File: src/rtl/vending_mac_multi.sv
// Multi-product vending controller: coin credit, per-item stock, vend strobe and
// largest-coin-first change / refund, with all actuator-facing pulses registered.
//
// state      | meaning
// S_IDLE     | credit is zero, waiting for a coin; restock accepted here only
// S_ACCUM    | credit held, accepting coins, vend or cancel
// S_DISPENSE | one-cycle vend strobe; price and stock already deducted
// S_CHANGE   | returning remaining credit one coin per cycle
module vending_mac_multi #(
  parameter int PRICE      = 25,
  parameter int MAX_CREDIT = 95,
  parameter int CW         = 8,
  parameter int NUM_ITEMS  = 4,
  parameter int SW         = (NUM_ITEMS > 1) ? $clog2(NUM_ITEMS) : 1,
  parameter int STOCK_W    = 4,
  parameter int INIT_STOCK = 15
) (
  input  logic                 clk,
  input  logic                 reset,
  input  logic                 n,
  input  logic                 d,
  input  logic                 q,
  input  logic [SW-1:0]        sel,
  input  logic                 vend_req,
  input  logic                 cancel,
  input  logic                 restock,
  output logic                 dispense,
  output logic [SW-1:0]        item_out,
  output logic                 change_valid,
  output logic [1:0]           change_coin,
  output logic                 coin_reject,
  output logic                 vend_err,
  output logic [CW-1:0]        credit,
  output logic [NUM_ITEMS-1:0] sold_out,
  output logic                 busy
);

  typedef enum logic [1:0] {
    S_IDLE     = 2'd0,
    S_ACCUM    = 2'd1,
    S_DISPENSE = 2'd2,
    S_CHANGE   = 2'd3
  } state_t;

  localparam logic [CW:0]        MAX_X   = (CW+1)'(MAX_CREDIT);
  localparam logic [CW:0]        N_X     = (CW+1)'(5);
  localparam logic [CW:0]        D_X     = (CW+1)'(10);
  localparam logic [CW:0]        Q_X     = (CW+1)'(25);
  localparam logic [CW-1:0]      PRICE_C = CW'(PRICE);
  localparam logic [CW-1:0]      C5      = CW'(5);
  localparam logic [CW-1:0]      C10     = CW'(10);
  localparam logic [CW-1:0]      C25     = CW'(25);
  localparam logic [STOCK_W-1:0] INIT_C  = STOCK_W'(INIT_STOCK);
  localparam logic [STOCK_W-1:0] ONE_S   = STOCK_W'(1);

  state_t               state_q, state_d;
  logic [CW-1:0]        credit_q, credit_d;
  logic [STOCK_W-1:0]   stock_q [NUM_ITEMS];
  logic [STOCK_W-1:0]   stock_d [NUM_ITEMS];
  logic                 dispense_q, dispense_d;
  logic [SW-1:0]        item_out_q, item_out_d;
  logic                 change_valid_q, change_valid_d;
  logic [1:0]           change_coin_q, change_coin_d;
  logic                 coin_reject_q, coin_reject_d;
  logic                 vend_err_q, vend_err_d;

  logic                 coin_any;
  logic [CW:0]          coin_sum;
  logic [CW:0]          credit_sum;
  logic                 coin_fits;
  logic                 coin_refuse;
  logic                 sel_ok;
  logic                 can_vend;
  logic [CW-1:0]        chg_val;
  logic [1:0]           chg_code;

  always_comb begin
    coin_sum = '0;
    if (n) coin_sum = coin_sum + N_X;
    if (d) coin_sum = coin_sum + D_X;
    if (q) coin_sum = coin_sum + Q_X;
    coin_any   = n | d | q;
    credit_sum = {1'b0, credit_q} + coin_sum;
    coin_fits  = (credit_sum <= MAX_X);
    sel_ok     = (int'(sel) < NUM_ITEMS);
    can_vend   = sel_ok && (credit_q >= PRICE_C) && (stock_q[sel] != '0);
    // Largest coin not exceeding the remaining credit.
    if (credit_q >= C25) begin
      chg_val  = C25;
      chg_code = 2'b11;
    end else if (credit_q >= C10) begin
      chg_val  = C10;
      chg_code = 2'b10;
    end else begin
      chg_val  = C5;
      chg_code = 2'b01;
    end
  end

  always_comb begin
    state_d        = state_q;
    credit_d       = credit_q;
    stock_d        = stock_q;
    dispense_d     = 1'b0;
    item_out_d     = '0;
    change_valid_d = 1'b0;
    change_coin_d  = 2'b00;
    coin_reject_d  = 1'b0;
    vend_err_d     = 1'b0;
    coin_refuse    = 1'b0;

    case (state_q)
      S_IDLE: begin
        if (restock) begin
          for (int i = 0; i < NUM_ITEMS; i++) stock_d[i] = INIT_C;
        end
        if (vend_req) vend_err_d = 1'b1;
      end
      S_ACCUM: begin
        if (cancel) begin
          coin_refuse = 1'b1;
          state_d     = S_CHANGE;
        end else if (vend_req) begin
          if (can_vend) begin
            coin_refuse     = 1'b1;
            credit_d        = credit_q - PRICE_C;
            stock_d[sel]    = stock_q[sel] - ONE_S;
            dispense_d      = 1'b1;
            item_out_d      = sel;
            state_d         = S_DISPENSE;
          end else begin
            vend_err_d = 1'b1;
          end
        end
      end
      S_DISPENSE: begin
        coin_refuse = 1'b1;
        state_d     = (credit_q != '0) ? S_CHANGE : S_IDLE;
      end
      S_CHANGE: begin
        coin_refuse    = 1'b1;
        change_valid_d = 1'b1;
        change_coin_d  = chg_code;
        credit_d       = credit_q - chg_val;
        if (credit_q == chg_val) state_d = S_IDLE;
      end
      default: begin
        state_d = S_IDLE;
      end
    endcase

    // A refused coin batch leaves credit untouched; an accepted one adds in full.
    if (coin_any) begin
      if (coin_refuse || !coin_fits) begin
        coin_reject_d = 1'b1;
      end else begin
        credit_d = credit_sum[CW-1:0];
        if (state_q == S_IDLE) state_d = S_ACCUM;
      end
    end
  end

  always_ff @(posedge clk or negedge reset) begin
    if (!reset) begin
      state_q        <= S_IDLE;
      credit_q       <= '0;
      for (int i = 0; i < NUM_ITEMS; i++) stock_q[i] <= INIT_C;
      dispense_q     <= 1'b0;
      item_out_q     <= '0;
      change_valid_q <= 1'b0;
      change_coin_q  <= 2'b00;
      coin_reject_q  <= 1'b0;
      vend_err_q     <= 1'b0;
    end else begin
      state_q        <= state_d;
      credit_q       <= credit_d;
      stock_q        <= stock_d;
      dispense_q     <= dispense_d;
      item_out_q     <= item_out_d;
      change_valid_q <= change_valid_d;
      change_coin_q  <= change_coin_d;
      coin_reject_q  <= coin_reject_d;
      vend_err_q     <= vend_err_d;
    end
  end

  always_comb begin
    for (int i = 0; i < NUM_ITEMS; i++) sold_out[i] = (stock_q[i] == '0);
  end

  assign dispense     = dispense_q;
  assign item_out     = item_out_q;
  assign change_valid = change_valid_q;
  assign change_coin  = change_coin_q;
  assign coin_reject  = coin_reject_q;
  assign vend_err     = vend_err_q;
  assign credit       = credit_q;
  assign busy         = (state_q == S_DISPENSE) || (state_q == S_CHANGE);

endmodule
File: config.mk
export PLATFORM = sky130hd
export DESIGN_NAME = vending_mac_multi
export DESIGN_NICKNAME = d
export VERILOG_FILES = /design/src/rtl/vending_mac_multi.sv
export SDC_FILE = /design/constraint.sdc
export NUM_CORES = 1
export LEC_CHECK = 0
export CORE_MARGIN = 8
export CORE_UTILIZATION = 51
export CTS_CLUSTER_SIZE = 8
export DETAILED_ROUTE_END_ITERATION = 12
export PLACE_DENSITY = 0.81
export SLEW_MARGIN = 10
export SYNTH_ARGS = -nofsm -noshare
export SYNTH_HDL_FRONTEND = slang
export SYNTH_SLANG_ARGS = --single-unit
File: constraint.sdc
create_clock -name clk -period 3.5 [get_ports clk]
set_clock_uncertainty 0.1 [all_clocks]
set_input_delay 0.7 -clock clk [delete_from_list [all_inputs] [get_ports clk]]
set_output_delay 0.7 -clock clk [all_outputs]
set_load 0.005 [all_outputs]
# Word-level counts from Yosys, hierarchy flattened
# Index checks and enable logic that the tools add are counted.
[totals]
elab_cells = 101
register_bits = 34
inputBits = 10
output_inout_bits = 21
[classes]
order_cmp = 5
eq_ne = 8
n_reduce_logical = 15
addsub = 6
n_mux = 52
bitwise_logic = 3
[ops]
columns = ["operator", "n"]
rows = [
  ["two-way mux 16 bit", 4],
  ["two-way mux 8 bit", 5],
  ["case mux 16 bit (2 select lines)", 1],
  ["two-way mux 2 bit", 15],
  ["two-way mux 9 bit", 2],
  ["bitwise mux 16 bit", 1],
  ["logical NOT 4 bit", 4],
  ["two-way mux 4 bit", 4],
  ["case mux 8 bit (2 select lines)", 1],
  ["two-way mux 1 bit", 12],
  ["adder 8 x 9 -> 9 bit", 1],
  ["adder 9 x 4 -> 9 bit (second input constant)", 1],
  ["adder 9 x 5 -> 9 bit (second input constant)", 1],
  ["<= comparator 9 x 7 -> 1 bit (second input constant)", 1],
  ["binary-select mux 4 bit (select 2 bit)", 1],
  ["demux 4 bit (select 2 bit)", 1],
  ["equality test 8 bit", 1],
  ["greater-or-equal comparator 8 x 4 -> 1 bit (second input constant)", 1],
  ["greater-or-equal comparator 8 x 5 -> 1 bit (second input constant)", 1],
  ["inequality test 2 bit (second input constant)", 4],
  ["nonzero test 8 bit", 1],
  ["subtractor 8 x 5 -> 8 bit (second input constant)", 1],
  ["subtractor 8 bit", 1],
  ["case mux 2 bit (3 select lines)", 1],
  ["18 further kinds", 23],
]

# Longest topological paths before layout
# Gate-level depths: netlist (run 1).
[logic_depth]
word_depth = 13
depth_mapped = 15
depth_no_buf = 15

# Worst setup path after synthesis (run 1)
# No wires, ideal clock.
[synth_timing]
path_type = "register -> register"
start = "reg credit_q[1] (netlist: credit[1])"
end = "reg credit_q[7] (netlist: credit[7])"
t_required_ns = 3.322
setup_time_ns = 0.078
stages_incl_launch_ff = 13
arrival_ns = 3.381
n_path_buf = 0
synth_period_minus_slack_ns = 3.559
setup_slack_ns = -0.059
path_cell_list = "dfrtp_1 -> inv_1 -> ha_1 -> or3b_2 -> a31oi_4 -> nand2_1 -> ha_1 -> a21oi_1 -> o21ai_0 -> a2111oi_0 -> a221oi_2 -> or4_1 -> a21boi_1"
[synth_via]
elab_chain_cells = 9
elab_cells_between_ends = 21
cone_classes = "3 x add/sub; 3 x order compare; 12 x mux; 3 x reduce/logical"
[synth_rtl]
columns = ["element", "line", "text"]
rows = [
  ["start: declaration", "57", "logic [CW-1:0] credit_q, credit_d;"],
  ["start signal: assignment", "176", "credit_q <= credit_d;"],
  ["branches (longest 8 deep; another with greater-or-equal comparator 8 x 4 -> 1 bit)", "n/a", ""],
  ["two-way mux 8 bit *", "153", "if (coin_any) begin"],
  ["via credit_d[7]", "57", ""],
]
# Mark *: on every way through the listed nets, which the timed path passes.
# A chain may end at the register's enable or synchronous reset.

# Worst setup path in the final report (run 1)
[layout_timing]
start = "in sel[1]"
end = "reg credit_q[7] (netlist: credit[7])"
[layout_via]
elab_chain_cells = 13
elab_cells_between_ends = 17
cone_classes = "13 x mux; 1 x bitwise; 3 x reduce/logical"
[layout_rtl]
columns = ["element", "line", "text"]
rows = [
  ["start: declaration", "23", "input logic [SW-1:0] sel,"],
  ["NOT 2 -> 3 bit (not written as such) *", "86", "can_vend = sel_ok && (credit_q >= PRICE_C) && (stock_q[sel] != '0);"],
  ["binary-select mux 4 bit (select 2 bit) *", "86", ""],
  ["two-way mux 4 bit (not written as such) * (2 in series)", "86", ""],
  ["nonzero test 4 bit *", "86", ""],
  ["logical AND 1 bit *", "86", ""],
  ["two-way mux 1 bit", "124", "if (can_vend) begin"],
  ["two-way mux 1 bit", "123", "end else if (vend_req) begin"],
  ["two-way mux 1 bit", "120", "if (cancel) begin"],
  ["case mux 1 bit (2 select lines)", "112", "case (state_q)"],
  ["logical OR 1 bit", "154", "if (coin_refuse || !coin_fits) begin"],
  ["two-way mux 8 bit", "154", ""],
  ["two-way mux 8 bit *", "153", ""],
  ["via credit_d[7]", "57", ""],
]
# Mark *: on every way through the listed nets, which the timed path passes. The rest lies on a longest branch. The select of a mux whose other input is x is not followed.

==> run metrics, run 1 <==
f_max=0.296 GHz; layout cells sized above 1=0.329; FP Rows=26; critical path's slowest cell=clkdlybuf4s50_1; CTS Root Cell=clkbuf_8; Diodes inserted=0; DR DRC count=0; worst path bufs/invs=3; Synth area leaders=dfrtp_1, dfstp_2, ha_1; pin count of the biggest net entering global routing=20; CTS Sinks=34; Worst setup SP type=input pin; Main synth FF type=dfrtp_1; final net count=385; Post-synth EDFFs=0; setup violators final=0; met3 global-route usage=0.0300; post-synth top area share=0.170; CP Data Arrival Time=3.48 ns; sequential share of the synthesized area=0.328; Starting Density=0.523; dpl hpwl=5.19 mm; post-route ant nets=0; syn_area_per_cell=roughly 9.5 sq um; Setup CP Type=input pin to flop; Post-Synth Adder-Cell Area=0.114; router iterations before antenna repair=4; port bufs=30; cell taking the most area after synthesis=dfrtp_1; Layout area overhead=33.9%; Critical path origin=sel[1]; Yosys reg bits=34; GRT busiest layer=met2; pwr dens=773 nW/um^2; grt total ovfl=0; Cell Area, Synth=between 2000 and 3000 sq um; Max Cap Viol=0; main combinational cell family by area after synthesis=compound AO/OA/AOI/OAI gates; hold path cells=1; H-tree levels=2; crit share post-route=0.964; via density per instance=5.79; Slew @ Worst Pin=0.844 ns; fillers=380; Die ar.=around 7800 sq um; Synth Area in XOR/XNOR=0.0330; Die Wd=88.2 um; Worst Path Max Fanout=3; Async SR Flop Fraction=1.00; core area=5070 sq um; CTS tree=yes; Crit path top cell by count=and2_1; Max Root-Sink Buffers=2; syn_nets=314; peak supply drop=0.477 mV; family with the most delay on the worst path=compound AO/OA/AOI/OAI gates; CP Depth=13; Multi-input gate area=1750 sq um; io pins=31; routed via count=approximately 2.5k; CTS buffer count=5; Slew Limit Fails=0; mux cell area share after synthesis=0.0984; worst min path class=flop to flop; clk_lat worst skew=about 0.29 ns; relative slew slack=0.436; Worst Setup EP=credit[7]; Slowest Stage Delay on Critical Path=0.51 ns; Hold Vio Cnt, Final=0; CP Capture Type=flop; vias in the first global route=approximately 2.4k; final WL=around 7 mm; cts hold-fix bufs=0; dpl cell area=about 3300 sq um; Worst EP required=about 3.6 ns; status=finished, final reports clean; worst r2r src=credit[1]; Synth Area in Simple Gates=0.177; Die Y=88.2 um; Final min period=approximately 3.4 ns; First DRT Iteration DRCs=between 150 and 200; cells along the critical path=clkdlybuf4s50_1 -> a211oi_1 -> a31oi_1 -> inv_1 -> ha_1 -> and2_1 -> o2bb2ai_1 -> a2111oi_4 -> buf_4 -> and2_1 -> a221oi_2 -> or4_1 -> a21boi_1; met2 track demand over resource=0.301; Synth Area in Compound Gates=0.204; Worst Reg-to-Reg Cells=12; Finished Core Util=0.701; Lkg Pwr=around 1.5 nW; Distinct cells, synth=59; GPL Wtd Cong=approximately 0.92; warnings from Yosys=0; RR Endpoint=credit[7]; WL/cell=17.0 um; initial antenna violation count=0; Synth Instances=281; overall routing resource usage=0.189; GR Layer Usage met1=0.248; R2R Setup Slk=0.14 ns; register area=872 sq um; Reg clk slew, reported paths=0.07 ns; post-route cell area=3560 sq um; first-pass GRT wire length=11.6 mm
[power by group]
group,total (mW),switching [mW],internal (mW)
clock,0.394,0.148,0.246
combinational,1.71,0.867,0.840
sequential,0.650,0.130,0.520
[synthesized netlist by cell type (all sizes together), types with 5 or more instances]
| library cell | count |
|---|---|
| nand3 | 9 |
| and2 | 6 |
| xor2 | 5 |
| nor4 | 5 |
| nand2b | 7 |
| xnor2 | 5 |
| nor2b | 5 |
| dfrtp | 18 |
| ha | 21 |
| clkbuf | 8 |
| mux2 | 18 |
| o21ai | 10 |
| inv | 18 |
| a21oi | 29 |
| nor2 | 19 |
| dfstp | 16 |
| nand2 | 20 |
[sequential cells by signal (all words and copies together), names as in the netlist]
register      flops
item_out          2
stock_q          16
change_coin       2
change_valid      1
dispense          1
state_q           2
credit            8
vend_err          1
coin_reject       1
[cells by family after synthesis]
group,after synthesis
fa+ha+maj,23
flops,34
buf+inv,30
mux,21
simple gates,89
xor+xnor,10
compound gates,74
[metrics by stage]
stage / setup TNS [ns] / power (mW) / setup WS, ns / cells / hold WS (ns)
CTS: 0 / 2.62 / 0.00932 / 420 / 0.520
finish: 0 / 2.75 / 0.126 / 423 / 0.521
floorplan: 0 / 1.61 / 0.00920 / 281 / 0.304
detailed placement: -10.21 / 2.18 / -0.468 / 408 / 0.507
global placement: -6.74 / 2.13 / -0.297 / 408 / 0.513
global route: -0.0179 / 2.96 / -0.0179 / 423 / 0.548
[worst min-delay path by stage]
| stage | slack, ns | to | from |
|---|---|---|---|
| 2_1_floorplan | 0.30 | change_coin[0] | reset |
| 3_3_place_gp | 0.51 | credit[6] | credit[6] |
| 3_5_place_dp | 0.51 | credit[6] | credit[6] |
| 4_1_cts | 0.52 | credit[6] | credit[6] |
| 5_1_grt | 0.55 | stock_q[2] | stock_q[2] |
| 6_report | 0.52 | credit[6] | credit[6] |
[layer usage]
| layer | routed length (um) | vias up | part of all wire |
|---|---|---|---|
| li1 | - | 1155 | - |
| met2 | 3500 | 80 | 0.49 |
| met3 | 391 | 14 | 0.055 |
| met4 | 132 | 0 | 0.018 |
| met1 | 3150 | 1202 | 0.44 |
| met5 | 0 | - | 0 |
[what timing repair did]
| action | 4_1_cts | 5_1_grt |
|---|---|---|
| pin swaps | 3 | 8 |
| buffers inserted | 3 | 3 |
| resized for setup | 8 | 20 |
| hold endpoints to repair | 0 | 0 |
| gates cloned | 1 | 0 |
| endpoints found under the setup margin | 24 | 9 |
[cells in the final DEF, fill, tap and decap left out, drive strengths merged, types with 10 or more instances in the layout]
cell type	synthesis	routed
a21oi	29	29
buf	4	46
clkdlybuf4s50	0	27
dfrtp	18	18
dfstp	16	16
ha	21	21
inv	18	18
mux2	18	18
nand2	20	20
nor2	19	19
o21ai	10	10
[layout make-up]
cell class                 count  area share
timing repair buffer          76       0.183
multi-input combinational    217       0.491
inverter                      18      0.0190
clock buffer                   8      0.0373
sequential                    34       0.245
tap                           70      0.0246
(Power assumes the default switching activity.)
==> run 2, diff against run 1 <==
Settings changed: CTS_CLUSTER_DIAMETER set to 200.
==> results of run 2 <==
No change in the layout: final DEF, timing and power equal those of run 1.
